### src/rtl/rc522_spi_burst.sv
// rtl/rc522_spi_burst.sv - MFRC522 SPI burst engine: one address byte plus 1..MAX_LEN data bytes per frame
//
// Ports:
//   clk, rst          system clock, asynchronous active-high reset
//   start             one-cycle request, taken only while idle
//   rw, addr, len     direction (1=read), register address, data byte count
//   wdata             write bytes, byte k at wdata[8k-1:8k-8]
//   rdata             read bytes, byte k at rdata[8k-1:8k-8]
//   busy, done, err   transaction in progress, end pulse, invalid-request pulse
//   cs, sck, mosi     SPI mode 0 outputs (cs active low)
//   miso              SPI data in
module rc522_spi_burst #(
  parameter int MAX_LEN = 16,
  parameter int CLK_DIV = 4,
  parameter int LEN_W   = 5
) (
  input  logic                 clk,
  input  logic                 rst,
  input  logic                 start,
  input  logic                 rw,
  input  logic [5:0]           addr,
  input  logic [LEN_W-1:0]     len,
  input  logic [8*MAX_LEN-1:0] wdata,
  output logic [8*MAX_LEN-1:0] rdata,
  output logic                 busy,
  output logic                 done,
  output logic                 err,
  output logic                 cs,
  output logic                 sck,
  output logic                 mosi,
  input  logic                 miso
);

  localparam int               DIV_W    = (CLK_DIV > 1) ? $clog2(CLK_DIV) : 1;
  localparam logic [DIV_W-1:0] DIV_LAST = DIV_W'(CLK_DIV - 1);
  localparam logic [LEN_W-1:0] LEN_MAX  = LEN_W'(MAX_LEN);

  localparam logic [2:0] S_IDLE  = 3'd0;
  localparam logic [2:0] S_SETUP = 3'd1;
  localparam logic [2:0] S_SHIFT = 3'd2;
  localparam logic [2:0] S_HOLD  = 3'd3;
  localparam logic [2:0] S_GAP   = 3'd4;

  logic [2:0]           state;
  logic                 pend;      // request latched, acted on one cycle later
  logic                 rw_q;
  logic [5:0]           addr_q;
  logic [LEN_W-1:0]     len_q;
  logic [8*MAX_LEN-1:0] wbuf;      // write bytes, consumed from the low end
  logic [DIV_W-1:0]     div_cnt;
  logic [2:0]           bit_cnt;
  logic [LEN_W-1:0]     byte_cnt;  // frame byte currently on the wire (0 = address)
  logic [7:0]           tx_sr;
  logic [7:0]           rx_sr;
  logic [7:0]           addr_byte;
  logic [7:0]           next_byte;
  logic                 len_bad;
  logic                 div_end;
  logic                 last_bit;

  assign addr_byte = {rw_q, addr_q, 1'b0};
  assign len_bad   = (len_q == '0) || (len_q > LEN_MAX);
  assign div_end   = (div_cnt == DIV_LAST);
  assign last_bit  = (bit_cnt == 3'd7) && (byte_cnt == len_q);

  // Reads keep clocking the address byte so the chip streams the same register,
  // and close the burst with 0x00 on the final byte.
  always_comb begin
    next_byte = wbuf[7:0];
    if (rw_q) begin
      next_byte = ((byte_cnt + LEN_W'(1)) == len_q) ? 8'h00 : addr_byte;
    end
  end

  always_ff @(posedge clk or posedge rst) begin
    if (rst) begin
      state    <= S_IDLE;
      pend     <= 1'b0;
      rw_q     <= 1'b0;
      addr_q   <= '0;
      len_q    <= '0;
      wbuf     <= '0;
      div_cnt  <= '0;
      bit_cnt  <= '0;
      byte_cnt <= '0;
      tx_sr    <= '0;
      rx_sr    <= '0;
      rdata    <= '0;
      busy     <= 1'b0;
      done     <= 1'b0;
      err      <= 1'b0;
      cs       <= 1'b1;
      sck      <= 1'b0;
      mosi     <= 1'b0;
    end else begin
      done <= 1'b0;
      err  <= 1'b0;
      case (state)
        S_IDLE: begin
          div_cnt <= '0;
          if (pend) begin
            pend <= 1'b0;
            if (len_bad) begin
              done <= 1'b1;
              err  <= 1'b1;
            end else begin
              cs       <= 1'b0;
              busy     <= 1'b1;
              tx_sr    <= addr_byte;
              mosi     <= addr_byte[7];
              bit_cnt  <= '0;
              byte_cnt <= '0;
              state    <= S_SETUP;
              if (rw_q) begin
                rdata <= '0;
              end
            end
          end else if (start) begin
            pend   <= 1'b1;
            rw_q   <= rw;
            addr_q <= addr;
            len_q  <= len;
            wbuf   <= wdata;
          end
        end

        S_SETUP: begin
          if (div_end) begin
            div_cnt <= '0;
            mosi    <= tx_sr[7];
            state   <= S_SHIFT;
          end else begin
            div_cnt <= div_cnt + 1'b1;
          end
        end

        S_SHIFT: begin
          if (!div_end) begin
            div_cnt <= div_cnt + 1'b1;
          end else begin
            div_cnt <= '0;
            if (!sck) begin
              sck   <= 1'b1;
              rx_sr <= {rx_sr[6:0], miso};
            end else begin
              sck <= 1'b0;
              // Falling edge closes a bit; at a byte boundary rx_sr is complete.
              if (rw_q && (bit_cnt == 3'd7)) begin
                for (int k = 1; k <= MAX_LEN; k++) begin
                  if (byte_cnt == LEN_W'(k)) begin
                    rdata[8*k-8 +: 8] <= rx_sr;
                  end
                end
              end
              if (last_bit) begin
                mosi  <= 1'b0;
                state <= S_HOLD;
              end else if (bit_cnt == 3'd7) begin
                bit_cnt  <= '0;
                byte_cnt <= byte_cnt + LEN_W'(1);
                tx_sr    <= next_byte;
                mosi     <= next_byte[7];
                if (!rw_q) begin
                  wbuf <= wbuf >> 8;
                end
              end else begin
                bit_cnt <= bit_cnt + 3'd1;
                tx_sr   <= {tx_sr[6:0], 1'b0};
                mosi    <= tx_sr[6];
              end
            end
          end
        end

        S_HOLD: begin
          if (div_end) begin
            div_cnt <= '0;
            cs      <= 1'b1;
            done    <= 1'b1;
            state   <= S_GAP;
          end else begin
            div_cnt <= div_cnt + 1'b1;
          end
        end

        S_GAP: begin
          if (div_end) begin
            div_cnt <= '0;
            busy    <= 1'b0;
            state   <= S_IDLE;
          end else begin
            div_cnt <= div_cnt + 1'b1;
          end
        end

        default: begin
          state <= S_IDLE;
        end
      endcase
    end
  end

endmodule

### config.mk
export PLATFORM = sky130hd
export DESIGN_NAME = rc522_spi_burst
export DESIGN_NICKNAME = d
export VERILOG_FILES = /design/src/rtl/rc522_spi_burst.sv
export SDC_FILE = /design/constraint.sdc
export NUM_CORES = 1
export LEC_CHECK = 0
export CAP_MARGIN = 40
export CORE_UTILIZATION = 40
export CTS_BUF_LIST = sky130_fd_sc_hd__clkbuf_4 sky130_fd_sc_hd__clkbuf_8 sky130_fd_sc_hd__clkbuf_16
export CTS_CLUSTER_DIAMETER = 30
export DETAILED_ROUTE_END_ITERATION = 12
export PLACE_DENSITY = 0.7
export SYNTH_ARGS = -nofsm -noshare
export SYNTH_HDL_FRONTEND = slang
export SYNTH_SLANG_ARGS = --single-unit
### constraint.sdc
create_clock -name clk -period 33.5 [get_ports clk]
set_clock_uncertainty 0.05 [all_clocks]
set_input_delay 6.7 -clock clk [delete_from_list [all_inputs] [get_ports clk]]
set_output_delay 6.7 -clock clk [all_outputs]
set_load 0.005 [all_outputs]
* After elaboration in Yosys (flattened, before gate mapping)
Index checks and enable logic that the tools add are counted.
Operators by class: equal/unequal tests 55, muxes and demuxes 89, magnitude comparators 1, add/subtract/negate cells 3, bitwise logic cells 2, reduce and logical (&&, ||, !) cells 37
Operators by type and width (number):
- $mux 128 | 13
- $pmux 128 s2 | 2
- $mux 8 | 24
- $reduce_and 8->1 | 18
- $ne 2x2->1 const B | 31
- $mux 3 | 14
- $eq 5x4->1 const B | 8
- $mux 5 | 6
- $eq 5x3->1 const B | 4
- $mux 1 | 20
- $pmux 8 s2 | 1
- $pmux 3 s5 | 1
- $reduce_and 6->1 | 2
- $eq 5x2->1 const B | 2
- $eq 5x5->1 | 2
- $pmux 5 s2 | 1
- $reduce_and 4->1 | 2
- $reduce_bool 2->1 | 4
- $reduce_and 7->1 | 1
- $eq 3x2->1 const B | 2
- $eq 3x3->1 const B | 2
- $pmux 1 s2 | 3
- $pmux 3 s2 | 1
- $reduce_and 3->1 | 2
- 19 further kinds | 21
Word-level totals: output and inout port bits 134, bits in registers 304, logic and storage cells 220, bits of input ports 144

* Longest topological paths before layout
Gate-level depths: netlist of the first run.
word-level depth 9, depth in mapped cells 10, gate-level depth less buffers 8

* Worst setup path before layout of the first run
No wires, ideal clock.
kind in2reg, from input port start, to register wbuf[100], arrival 7.631 ns, cell stages on the path 5, data required time 33.322 ns, library setup time 0.128 ns, setup slack 25.691 ns, path buffers 2, cells stage by stage a32oi_1 nor4_2 buf_2 buf_4 mux2_1
Between the ends: longest elaborated chain between the ends 2
RTL lines:
- start, declared | line 19 | input logic start,
- $ne 2x2->1 (no source line)
- $reduce_and 8->1 (no source line)
- end signal, assigned | line 123 | wbuf <= wdata;
- end signal, assigned | line 164 | wbuf <= wbuf >> 8;
- end, declared | line 49 | logic [8*MAX_LEN-1:0] wbuf;
Every way passes these cells. A chain may end at the register's enable or synchronous reset.

* Worst setup path in the final report of the first run
from input port start, to register wbuf[83]
Same word-level chain as after synthesis.

==> flow_summary.toml, run 1 <==
[outcome]
outcome = "finished clean"

[logic_synthesis]
syn_area_um2 = 14300
mappedNetlistNets = 1399
synth-async-reset-ratio_pct = 100
yosysTopAreaCellShare_pct = 53.0
yosys.cell_count.top_type = "sky130_fd_sc_hd__nand2_1"
synth_cells = 1247
post_synth.cell_area_avg_um2 = 11.5
postSynthRegisterBits = 304
yosysWarningCount = 0
synth_common_cells = "sky130_fd_sc_hd__nand2_1, sky130_fd_sc_hd__dfrtp_1, sky130_fd_sc_hd__mux2_1, sky130_fd_sc_hd__mux2_2, sky130_fd_sc_hd__mux2_4"
synth_edf_count = 0
seq_area_frac_synth_pct = 53.1
synth_ff_type = "sky130_fd_sc_hd__dfrtp_1"
synthDistinctLibCells = 57
synth.top_cells.by_area = "sky130_fd_sc_hd__dfrtp_1, sky130_fd_sc_hd__nand2_1, sky130_fd_sc_hd__mux2_1, sky130_fd_sc_hd__mux2_2, sky130_fd_sc_hd__mux2_4"
synth_top_cell_by_area = "sky130_fd_sc_hd__dfrtp_1"

[power_and_ir_drop]
power.static_leakage_nw = 9.18
ir_worst_vdd_v = 0.0000428
powerDensity_nw_per_um2 = 84.8

[worst_setup_path]
r2r_cells = 8
worstPathMaxFanout = 60
critical_path.slowest_cell = "sky130_fd_sc_hd__buf_4"
regToRegSetupSlack_ns = 29.39
critical_path.startpoint = "start"
critical_path.endpoint_type = "flip-flop"
element_type_at_the_critical_path_start = "input pin"
path_common_cell = "sky130_fd_sc_hd__buf_4"
r2r-end = "wbuf[83]"
cp.arrival_ns = 9.29
r2r-start = "state[2]"
cp_data_required_time_ns = 33.86
cp_slowest_stage_delay_ns = 0.67
timing.critical_path.cells = "clkdlybuf4s50_1, a32oi_1, nor4_4, buf_4, buf_4, buf_16, mux2_1"
setup.worst_path.class = "in -> reg"

[cells_and_area]
fin_nets = 1684
drive_above_1_share_pct = 20.3
antennaDiodeCount = 0
finalInstanceArea_um2 = 19800
layout.cells.non_filler = 2038
n_fill_cell = 2944
multi_input_comb_area_um2 = 6310
synthToLayoutAreaGrowth_pct = 38.2
register_area_um2 = 7610

[route]
detail_route_antenna_nets = 0
wl_per_cell_um = 18.0
drt_iter0_drc = 581
detail_route.drc_violations = 0
vias = 10341
viasPerCell = 5.07
totalWireLength_um = 36600
detailedRoute.firstPassIterationCount = 4

[floorplanning]
fp.dieArea_um2 = 36600
floorplan.core_area_um2 = 34900
floorplan.die.width_um = 191
initial_utilization_pct = 41.0
placement_rows = 68
die-height_um = 191
ios = 278

[grt]
globalRouteMet1Util_pct = 26.3
first_global_vias = 10892
grt-busiest-layer = "met2"
grt_antenna_before_repair = 6
met2_routing_resource_usage_after_global_routing_pct = 33.5
largest_net_degree_at_the_start_of_global_routing = 161
grt_pass1_wl_um = 58800
globalRouteMet3Util_pct = 5.43
global_route.usage.total_pct = 20.5
total_congestion_overflow_after_global_routing = 0

[placement]
gp_weighted_congestion = 0.835
hpwl_um = 24600
io_port_bufs = 277
postPlaceCellArea_um2 = 17400
dp.cells = 1915

[clock_network]
post_cts_resize_count = 0
clock_sinks = 304
hold_buf_count_cts = 0
cts_max_path_buffers = 3
clock_tree.htree_level_count = 3
clockRootBuffer = "sky130_fd_sc_hd__clkbuf_16"
cts.reportedPaths.clkPinSlew_ns = 0.05
cts_buffers = 70
post-cts-setup-buffers = 0
cts_tree = "done"
clk_latency_ns = 0.54

[timing]
final_min_period_over_clock_period_pct = 26.7
worst_slew_pin_slew_ns = 0.913
rsz_0062_raised_after_global_routing = "false"
setup_violations = 0
timing.setup.tns_ns = 0
timing_hold_violations_final = 0
fmaxAchievable_mhz = 112
layout_min_cycle_time_ns = 8.93
max-slew-margin-rel_pct = 39.1
final-max-slew-violation-count = 0

[min_path]
hold_path_depth = 1
min_delay_worst_endpoint = "wbuf[110]"
timing.hold.worst.start = "wbuf[110]"
min-delay-path-class = "reg -> reg"

[flow_run]
cap_viol_max_count = 0
## how the worst max path moves through the flow
stage / endpoint / slack [ns] / cells after the start
after floorplan: addr_q[0] / 18.35 / 1
after global placement: wbuf[118] / 23.84 / 6
after detailed placement: wbuf[17] / 24.01 / 7
after CTS: wbuf[83] / 24.55 / 7
after global routing: wbuf[95] / 24.40 / 7
final: wbuf[83] / 24.57 / 7
## registers in the layout, summed over array words and instances, names as in the netlist, 2 cells and up
register,count
bit_cnt,3
rx_sr,8
addr_q,6
len_q,5
tx_sr,8
state,3
wbuf,128
div_cnt,2
byte_cnt,5
rdata,128
## critical path, delay by kind of cell
kind            cells  cell delay [ns]
mux                 1             0.37
simple gates        1             0.18
buf+inv             4             1.88
compound gates      1             0.11
## cell type report
type / count / area share, %
Clock buffer: 86 / 9.80
Clock inverter: 37 / 2.02
Inverter: 15 / 0.323
Multi-Input combinational cell: 855 / 31.9
Sequential cell: 304 / 38.5
Tap cell: 455 / 2.88
Timing Repair Buffer: 286 / 14.6
## per-layer routing
layer	vias up	share of wire [%]
met1	5114	43
li1	4786	-
met3	78	7.2
met5	-	0.21
met4	12	2.4
met2	351	47
## report_power, final
part	total (mW)	switching, mW	internal [mW]
registers	0.556	0.0735	0.482
logic	0.456	0.236	0.221
clock network	0.665	0.210	0.455
## through the flow
step | util (%) | hold slack (ns) | setup slack (ns) | power [mW]
CTS | 56.7 | 0.435 | 24.55 | 1.70
global placement | 49.9 | 0.417 | 23.84 | 0.999
floorplan | - | 0.408 | 18.35 | 0.880
global route | 56.7 | 0.444 | 24.40 | 1.77
detailed placement | 50.0 | 0.425 | 24.01 | 1.02
finish | 56.7 | 0.432 | 24.57 | 1.68
## placed cells by master (no fill, tap or decap), types with 3 or more instances in the layout
master / synthesis / final
sky130_fd_sc_hd__xor2_1: 3 / 3
sky130_fd_sc_hd__clkbuf_8: 0 / 8
sky130_fd_sc_hd__inv_6: 0 / 3
sky130_fd_sc_hd__ha_1: 8 / 8
sky130_fd_sc_hd__dfrtp_1: 303 / 303
sky130_fd_sc_hd__buf_4: 12 / 6
sky130_fd_sc_hd__nand3_1: 14 / 14
sky130_fd_sc_hd__a21oi_2: 7 / 7
sky130_fd_sc_hd__nor2_8: 8 / 8
sky130_fd_sc_hd__and2_1: 9 / 9
sky130_fd_sc_hd__inv_1: 15 / 14
sky130_fd_sc_hd__or2_2: 3 / 3
sky130_fd_sc_hd__mux2i_1: 9 / 9
sky130_fd_sc_hd__o21ai_0: 15 / 15
sky130_fd_sc_hd__mux2_2: 91 / 91
sky130_fd_sc_hd__and3_1: 9 / 9
sky130_fd_sc_hd__clkinv_2: 0 / 15
sky130_fd_sc_hd__a31oi_1: 3 / 3
sky130_fd_sc_hd__mux2_1: 112 / 112
sky130_fd_sc_hd__clkinvlp_4: 0 / 9
sky130_fd_sc_hd__or3_1: 3 / 3
sky130_fd_sc_hd__clkbuf_16: 0 / 71
sky130_fd_sc_hd__nor2b_1: 8 / 8
sky130_fd_sc_hd__bufinv_16: 0 / 6
sky130_fd_sc_hd__nor2_1: 14 / 14
sky130_fd_sc_hd__xnor2_1: 7 / 7
sky130_fd_sc_hd__mux2_4: 64 / 64
sky130_fd_sc_hd__clkdlybuf4s50_1: 0 / 277
sky130_fd_sc_hd__a221o_1: 8 / 8
sky130_fd_sc_hd__nand2_1: 376 / 376
sky130_fd_sc_hd__clkbuf_4: 0 / 7
sky130_fd_sc_hd__a22o_1: 11 / 11
sky130_fd_sc_hd__a21oi_1: 21 / 21
sky130_fd_sc_hd__nand2b_1: 14 / 13
sky130_fd_sc_hd__nand3b_1: 7 / 7
sky130_fd_sc_hd__nor2_2: 4 / 4
## logic make-up (layout without fill, tap and decap cells)
kind of cell / count (synthesis) / in the layout / share of synthesized area (%)
simple gates: 480 / 480 / 15.1
xor+xnor: 10 / 10 / 0.612
compound gates: 80 / 80 / 4.09
flops: 304 / 304 / 53.1
buf+inv: 88 / 424 / 2.93
mux: 277 / 277 / 23.4
fa+ha+maj: 8 / 8 / 0.699
(Power assumes the default switching activity.)
==> run 2: changes to the inputs <==
clock period = 8.7 ns   (was 33.5 ns; I/O delays follow)
==> run 2 against run 1 <==
- sequential power increased to 3.8 times the previous value
- non-clock buffer count up 4
- combinational power rose to 3.9 times the previous value
- setup slack worse by 20 ns
- global-route usage shrank 0.17 points
- via count fell by 0.68%
- first-iteration DRC count is 9.5% lower
- sequential cell count did not move
- register-to-register slack worse by 24 ns
- critical path type unchanged
==> flow_summary.toml, run 2 (synthesis results as in run 1) <==
[timing]
setup_violations = 0
worst_slew_pin_slew_ns = 1.05
layout_min_cycle_time_ns = 3.74
fmaxAchievable_mhz = 267
final_min_period_over_clock_period_pct = 43.0
timing_hold_violations_final = 0
timing.setup.tns_ns = 0
final-max-slew-violation-count = 0
rsz_0062_raised_after_global_routing = "false"
max-slew-margin-rel_pct = 29.8

[clock_network]
cts_max_path_buffers = 3
cts_buffers = 69
clockRootBuffer = "sky130_fd_sc_hd__clkbuf_16"
clock_tree.htree_level_count = 3
hold_buf_count_cts = 0
post_cts_resize_count = 0
cts_tree = "done"
clock_sinks = 304
clk_latency_ns = 0.54
post-cts-setup-buffers = 0
cts.reportedPaths.clkPinSlew_ns = 0.05

[power_and_ir_drop]
ir_worst_vdd_v = 0.000184
powerDensity_nw_per_um2 = 326
power.static_leakage_nw = 9.22

[floorplanning]
die-height_um = 191
floorplan.core_area_um2 = 34900
initial_utilization_pct = 41.0
ios = 278
floorplan.die.width_um = 191
placement_rows = 68
fp.dieArea_um2 = 36600

[worst_setup_path]
cp_data_required_time_ns = 9.06
r2r-end = "wbuf[88]"
setup.worst_path.class = "in -> reg"
critical_path.endpoint_type = "flip-flop"
r2r_cells = 7
r2r-start = "state[2]"
worstPathMaxFanout = 61
cp.arrival_ns = 4.10
regToRegSetupSlack_ns = 5.01
element_type_at_the_critical_path_start = "input pin"

[cells_and_area]
drive_above_1_share_pct = 20.5
highest_count_cells_in_the_layout_ignoring_fill_and_taps = "sky130_fd_sc_hd__nand2_1, sky130_fd_sc_hd__dfrtp_1, sky130_fd_sc_hd__clkdlybuf4s50_1"
most_common_cell_after_layout_fill_and_taps_aside = "sky130_fd_sc_hd__nand2_1"
fin_nets = 1687
synthToLayoutAreaGrowth_pct = 38.9
reg.largest.list = "rdata (128), wbuf (128)"
utilization_pct = 57.0

[placement]
io_port_bufs = 277
gp_weighted_congestion = 0.821
hpwl_um = 24600

[route]
totalWireLength_um = 36400
detail_route.drc_violations = 0
wl_per_cell_um = 17.8
detailedRoute.firstPassIterationCount = 5
detail_route_antenna_nets = 0
drt_iter0_drc = 526
viasPerCell = 5.03
vias = 10271

[grt]
total_congestion_overflow_after_global_routing = 0
grt_pass1_wl_um = 58200
global_route.usage.total_pct = 20.3
grt_antenna_before_repair = 10
first_global_vias = 10918
largest_net_degree_at_the_start_of_global_routing = 179

[min_path]
timing.hold.worst.start = "wbuf[11]"
min-delay-path-class = "reg -> reg"
min_delay_worst_endpoint = "wbuf[11]"
hold_path_depth = 1

[outcome]
outcome = "finished clean"

[flow_run]
cap_viol_max_count = 0
## run 2: cell count changes in the layout (fill, tap and decap cells not counted)
cell and delta:
sky130_fd_sc_hd__buf_16 +1, sky130_fd_sc_hd__clkinvlp_4 +2, sky130_fd_sc_hd__clkinv_8 +1, sky130_fd_sc_hd__clkbuf_8 +3
sky130_fd_sc_hd__clkinv_2 -3, sky130_fd_sc_hd__inv_6 -2, sky130_fd_sc_hd__clkbuf_16 -1, sky130_fd_sc_hd__diode_2 +1
sky130_fd_sc_hd__buf_12 +3, sky130_fd_sc_hd__inv_8 -1, sky130_fd_sc_hd__clkinv_4 +1
## run 2: critical path, cell delays in order
cell and delay [ns]:
sky130_fd_sc_hd__clkdlybuf4s50_1 0.48, sky130_fd_sc_hd__a32oi_1 0.10, sky130_fd_sc_hd__nor4_4 0.17, sky130_fd_sc_hd__buf_4 0.42, sky130_fd_sc_hd__buf_4 0.71, sky130_fd_sc_hd__mux2_1 0.41
## run 2: cell type report
class | count | area (um2)
fill | 2882 | 15000
sequential | 304 | 7610
multi-input combinational | 855 | 6310
timing repair buffer | 290 | 2980
clock buffer | 88 | 1960
tap | 455 | 569
clock inverter | 35 | 399
inverter | 15 | 60.1
antenna | 1 | 2.50
## run 2: report_power, final
part           leakage, nW  switching (mW)  internal (mW)
logic                 4.16           0.908          0.873
registers             3.91           0.282           1.86
clock network         1.14           0.804           1.76
total                 9.22            1.99           4.49
## run 2: how the worst max path moves through the flow
stage,slack [ns],depth (start not counted),from,endpoint
after floorplan,2.87,1,rst,addr_q[0]
after global placement,3.98,6,start,wbuf[8]
after detailed placement,4.42,6,start,wbuf[25]
after CTS,4.95,7,state[2],wbuf[88]
after global routing,4.72,7,state[2],wbuf[88]
final,4.96,6,start,wbuf[88]
## run 2: metrics by stage
step | cells | total power, mW | hold slack, ns | instance area, um2 | setup slack (ns)
final | 2043 | 6.48 | 0.430 | 19900 | 4.96
after global routing | 2043 | 6.85 | 0.448 | 19900 | 4.72
after CTS | 2042 | 6.56 | 0.434 | 19900 | 4.95
after detailed placement | 1919 | 3.95 | 0.425 | 17500 | 4.42
after global placement | 1913 | 3.85 | 0.417 | 17400 | 3.98
after floorplan | 1247 | 3.39 | 0.408 | 14300 | 2.87
## run 2: routing by layer
metal	GRT usage [%]	routed length [um]
met1	25.2	15200
met3	6.22	2800
met5	0	107
met4	5.65	638
met2	34.0	17600
